File: src/rtl/pb_uart_tx.sv
// PicoBlaze output-port UART transmitter: port decode, byte FIFO, 8N1 serialiser.
// A status byte is returned on in_port so firmware can poll for space and overflow.
module pb_uart_tx #(
    parameter int unsigned CLK_DIV        = 16,
    parameter logic [7:0]  TX_PORT_ID     = 8'h01,
    parameter logic [7:0]  STATUS_PORT_ID = 8'h02,
    parameter int unsigned DEPTH_LOG2     = 3
) (
    input  logic       clk,
    input  logic       reset,
    input  logic [7:0] port_id,
    input  logic       write_strobe,
    input  logic [7:0] out_port,
    input  logic       read_strobe,
    output logic [7:0] in_port,
    output logic       tx,
    output logic       busy
);

    localparam int unsigned DEPTH = 1 << DEPTH_LOG2;
    localparam int unsigned PW    = DEPTH_LOG2 + 1;
    localparam int unsigned TW    = $clog2(CLK_DIV);

    localparam logic [TW-1:0] TMAX     = TW'(CLK_DIV - 1);
    localparam logic [PW-1:0] FULL_XOR = {1'b1, {DEPTH_LOG2{1'b0}}};

    localparam logic [1:0] S_IDLE  = 2'd0;
    localparam logic [1:0] S_START = 2'd1;
    localparam logic [1:0] S_DATA  = 2'd2;
    localparam logic [1:0] S_STOP  = 2'd3;

    logic [1:0]    r_state;
    logic [TW-1:0] r_timer;
    logic [2:0]    r_bit;
    logic [7:0]    r_shift;
    logic          r_tx;
    logic          r_ovf;
    logic [PW-1:0] r_wr;
    logic [PW-1:0] r_rd;
    logic [7:0]    r_mem [DEPTH];

    logic w_empty;
    logic w_full;
    logic w_push_req;
    logic w_push;
    logic w_pop;
    logic w_clr;
    logic w_tick;
    logic w_active;

    assign w_empty    = (r_wr == r_rd);
    assign w_full     = ((r_wr ^ r_rd) == FULL_XOR);
    assign w_push_req = write_strobe && (port_id == TX_PORT_ID);
    assign w_push     = w_push_req && !w_full;
    assign w_pop      = (r_state == S_IDLE) && !w_empty;
    assign w_clr      = read_strobe && (port_id == STATUS_PORT_ID);
    assign w_tick     = (r_timer == TMAX);
    assign w_active   = (r_state != S_IDLE);

    assign tx   = r_tx;
    assign busy = !w_empty || w_active;

    always_comb begin
        in_port = 8'h00;
        if (port_id == STATUS_PORT_ID) begin
            in_port = {4'b0000, r_ovf, w_active, w_full, w_empty};
        end
    end

    always_ff @(posedge clk) begin
        if (reset && w_push) begin
            r_mem[r_wr[PW-2:0]] <= out_port;
        end
    end

    // Overflow set wins over a same-cycle clear by the status read.
    always_ff @(posedge clk) begin
        if (!reset) begin
            r_wr  <= '0;
            r_rd  <= '0;
            r_ovf <= 1'b0;
        end else begin
            if (w_push) begin
                r_wr <= r_wr + 1'b1;
            end
            if (w_pop) begin
                r_rd <= r_rd + 1'b1;
            end
            if (w_push_req && w_full) begin
                r_ovf <= 1'b1;
            end else if (w_clr) begin
                r_ovf <= 1'b0;
            end
        end
    end

    always_ff @(posedge clk) begin
        if (!reset) begin
            r_state <= S_IDLE;
            r_timer <= '0;
            r_bit   <= 3'd0;
            r_shift <= 8'h00;
        end else begin
            unique case (r_state)
                S_IDLE: begin
                    if (w_pop) begin
                        r_shift <= r_mem[r_rd[PW-2:0]];
                        r_timer <= '0;
                        r_state <= S_START;
                    end
                end
                S_START: begin
                    if (w_tick) begin
                        r_timer <= '0;
                        r_bit   <= 3'd0;
                        r_state <= S_DATA;
                    end else begin
                        r_timer <= r_timer + 1'b1;
                    end
                end
                S_DATA: begin
                    if (w_tick) begin
                        r_timer <= '0;
                        r_shift <= {1'b0, r_shift[7:1]};
                        if (r_bit == 3'd7) begin
                            r_state <= S_STOP;
                        end else begin
                            r_bit <= r_bit + 1'b1;
                        end
                    end else begin
                        r_timer <= r_timer + 1'b1;
                    end
                end
                S_STOP: begin
                    if (w_tick) begin
                        r_timer <= '0;
                        r_state <= S_IDLE;
                    end else begin
                        r_timer <= r_timer + 1'b1;
                    end
                end
                default: r_state <= S_IDLE;
            endcase
        end
    end

    // Line is driven from a register, so it trails the FSM state by one cycle.
    always_ff @(posedge clk) begin
        if (!reset) begin
            r_tx <= 1'b1;
        end else begin
            unique case (r_state)
                S_START: r_tx <= 1'b0;
                S_DATA:  r_tx <= r_shift[0];
                default: r_tx <= 1'b1;
            endcase
        end
    end

endmodule

File: config.mk
export PLATFORM = sky130hd
export DESIGN_NAME = pb_uart_tx
export DESIGN_NICKNAME = d
export VERILOG_FILES = /design/src/rtl/pb_uart_tx.sv
export SDC_FILE = /design/constraint.sdc
export NUM_CORES = 1
export LEC_CHECK = 0
export CAP_MARGIN = 20
export CORE_AREA = 5 5 119 121
export DETAILED_ROUTE_END_ITERATION = 8
export DIE_AREA = 0 0 124 126
export GPL_ROUTABILITY_DRIVEN = 1
export HOLD_SLACK_MARGIN = 0.08
export PLACE_DENSITY = 0.58
export SETUP_SLACK_MARGIN = 0.2
export SLEW_MARGIN = 30
export SYNTH_ARGS = -nofsm -noshare
export SYNTH_HDL_FRONTEND = slang
export SYNTH_SLANG_ARGS = --single-unit
File: constraint.sdc
create_clock -name clk -period 4 [get_ports clk]
set_clock_uncertainty 0.15 [all_clocks]
set_input_delay 1 -clock clk [delete_from_list [all_inputs] [get_ports clk]]
set_output_delay 1 -clock clk [all_outputs]
set_load 0.01 [all_outputs]
==> reports/metrics.yaml <==
outcome: "complete, no violations"
period_needed_ns: 3.714
yosysSeqAreaShare: 0.6282
synth_top_area_frac: 0.4787
vias_per_cell: 4.716
numCtsBuffers: 9
fillers: 1260
area_delta_synth_final_pct: 19.88
ant_nets: 0
clk_path_buf_depth: 2
yosysMostFrequentCell: "edfxtp_1"
cts_setup_buffers: 0
timing_hold_violations_final: 0
synth-edff-count: 64
synth_ff_type: "edfxtp_1"
insertedDiodeCount: 0
insertion_delay_ns: 0.34
netlist_top_cells_count: "edfxtp_1 (64), dfxtp_1 (30), nand2_1 (22), nor2_1 (19), mux4_2 (16)"
peakVddDrop_mv: 0.2665
power.leakage_nw: 1.652
final_nets: 353
coreArea_um2: 12980
utilization: 0.3708
path_clk_slew_ns: 0.07
io_buffers: 25
synth_area_um2: 4015
report.final.slew_viol_count: 0
hold_path_class: "reg -> reg"
cp_max_fo: 5
whs_ns: 0.3120
yosys_register_bits: 94
synth_top_cell_by_area: "edfxtp_1"
die_h_um: 126
netlist_top_cells_area: "edfxtp_1 (48%), dfxtp_1 (15%), mux4_2 (9.0%), ha_1 (3.1%), mux2i_1 (3.0%)"
hpwl_um: 5035
min_period_over_period: 0.9286
worst_ep_required_time_ns: 2.85
dieArea_um2: 15620
dr.first_iter.drc_count: 113
io_pins: 30
rsz0062_at_grt: "false"
wl_um: 7562
synthCells: 287
use_met1: 0.1348
holdPathEnd: "r_bit[1]"
yosys_warnings: 0
wl_per_cell_um: 15.00
end_kind: "primary output"
grt_remaining_overflow: 0
syn_avg_cell_area_um2: 13.99
postPlaceCellArea_um2: 4522
drive_above_1_share: 0.1860
relSlewSlack: 0.4830
clock.fmax_ghz: 0.2692
powerDensity_nw_per_um2: 484.1
top_usage_layer: "met2"
row_count: 42
path_class: "in -> out"
drc: 0
clkSinkCount: 94
grt_util_all_layers: 0.1043
cts_root_buf: "clkbuf_16"
final.setup.worst_slack_ns: 0.2855
htree_levels: 3
hold_start: "r_bit[1]"
initial_core_util: 0.3093
grt_pass1_wl_um: 12500
antenna_found_initial: 0
cts_tree: "done"
use_met2: 0.1721
ctsHoldBuffers: 0
setup_violations: 0
startpoint_type: "input port"
r2r-end: "r_shift[0]"
die_w_um: 124
grtUsageMet3: 0.02332
first_pass_iters: 4
ys_types: 42
grt_start_max_net_pins: 24
reg2reg_depth: 5
vias: 2377
power_w: 0.002330
r2r_slack_ns: 1.62
place.gp.congestion: 0.6994
synthArstFlopShare: 0
crit_arrival_ns: 2.56
worst_pin_slew_ns: 0.7745
grt_pass1_vias: 2400
design_area_um2: 4813
place_ws_ns: -0.4518
min_path_cells: 2
cap_viol_max_count: 0
critical path, cell delays in order:
cell           delay, ns
dlygate4sd2_1       0.23
or4_4               0.53
or4b_4              0.55
nor2_1              0.11
buf_2               0.14
kinds of logic (layout without fill, tap and decap cells):
kind of cell / count (synthesis) / count (layout) / synth area share
AO/OA/AOI/OAI: 41 / 41 / 0.06700
buffers and inverters: 25 / 63 / 0.02836
other: 1 / 4 / 0.0009340
AND/OR/NAND/NOR: 79 / 79 / 0.1050
flip-flops: 94 / 94 / 0.6282
adder cells (fa/ha/maj): 10 / 10 / 0.03116
multiplexers: 28 / 28 / 0.1197
XOR/XNOR: 9 / 9 / 0.01963
through the flow:
step                      setup TNS, ns  cells
after floorplan                       0    290
after global placement           -1.664    488
after detailed placement         -1.775    488
after CTS                             0    504
after global routing                  0    504
final                                 0    504
worst max-delay path by stage:
| stage | to | slack, ns | startpoint | cells after the start |
|---|---|---|---|---|
| 2_1_floorplan | in_port[1] | 0.45 | port_id[3] | 3 |
| 3_3_place_gp | in_port[1] | -0.43 | port_id[3] | 5 |
| 3_5_place_dp | in_port[1] | -0.45 | port_id[3] | 5 |
| 4_1_cts | in_port[0] | 0.22 | port_id[3] | 5 |
| 5_1_grt | in_port[1] | 0.23 | port_id[4] | 5 |
| 6_report | in_port[1] | 0.29 | port_id[4] | 5 |
state kept, by name, indices dropped and copies added, names as in the netlist, 2 cells and up, named ones only:
signal   flops
r_bit        3
r_mem       64
r_rd         4
r_shift      8
r_state      2
r_timer      4
r_wr         4
area by class of cell:
| cell class | instances | area, µm² | share of cell area |
|---|---|---|---|
| clock buffers | 9 | 225.2 | 0.04679 |
| clock inverters | 7 | 76.32 | 0.01586 |
| inverters | 7 | 26.28 | 0.005459 |
| multi-input cells | 171 | 1401 | 0.2911 |
| flip-flops and latches | 94 | 2522 | 0.5240 |
| well taps | 176 | 220.2 | 0.04575 |
| repair buffers | 40 | 341.6 | 0.07096 |
metal layers:
metal | share of wire | vias up
met1 | 0.46 | 1181
met4 | 0.014 | 0
li1 | - | 1158
met2 | 0.50 | 28
met3 | 0.029 | 10
met5 | 0 | -
what timing repair did:
action,in CTS,in global routing
gates cloned,0,0
setup endpoints to repair,4,4
gates resized for setup,20,3
pin swaps,4,3
cell usage in the layout, fill, tap and decap left out, types with 2 or more instances in the layout:
| master | count |
|---|---|
| dlygate4sd2_1 | 3 |
| nor3_1 | 2 |
| or3_4 | 2 |
| nor4b_1 | 2 |
| mux2i_1 | 12 |
| a31oi_1 | 2 |
| xor2_1 | 5 |
| buf_2 | 4 |
| or4_4 | 2 |
| o21ai_0 | 14 |
| or3_1 | 3 |
| ha_1 | 10 |
| nand2b_1 | 7 |
| clkdlybuf4s50_1 | 17 |
| nand3_1 | 6 |
| nand2_1 | 22 |
| a21oi_1 | 10 |
| and3_1 | 2 |
| nor2_1 | 18 |
| mux4_2 | 16 |
| xnor2_1 | 4 |
| inv_1 | 7 |
| conb_1 | 4 |
| inv_6 | 3 |
| clkbuf_16 | 9 |
| nand4_1 | 4 |
| nor4_1 | 2 |
| inv_8 | 3 |
| buf_4 | 15 |
| dfxtp_1 | 30 |
| nor3_2 | 2 |
| a22o_1 | 7 |
| edfxtp_1 | 64 |
report_power, final:
| part | internal [W] | leakage (nW) | total (W) | switching [W] |
|---|---|---|---|---|
| registers | 0.00109 | 0.818 | 0.00114 | 0.0000520 |
| logic | 0.000162 | 0.685 | 0.000342 | 0.000180 |
| clock network | 0.000447 | 0.150 | 0.000849 | 0.000403 |
No activity file was read; power rests on OpenSTA's default activity.
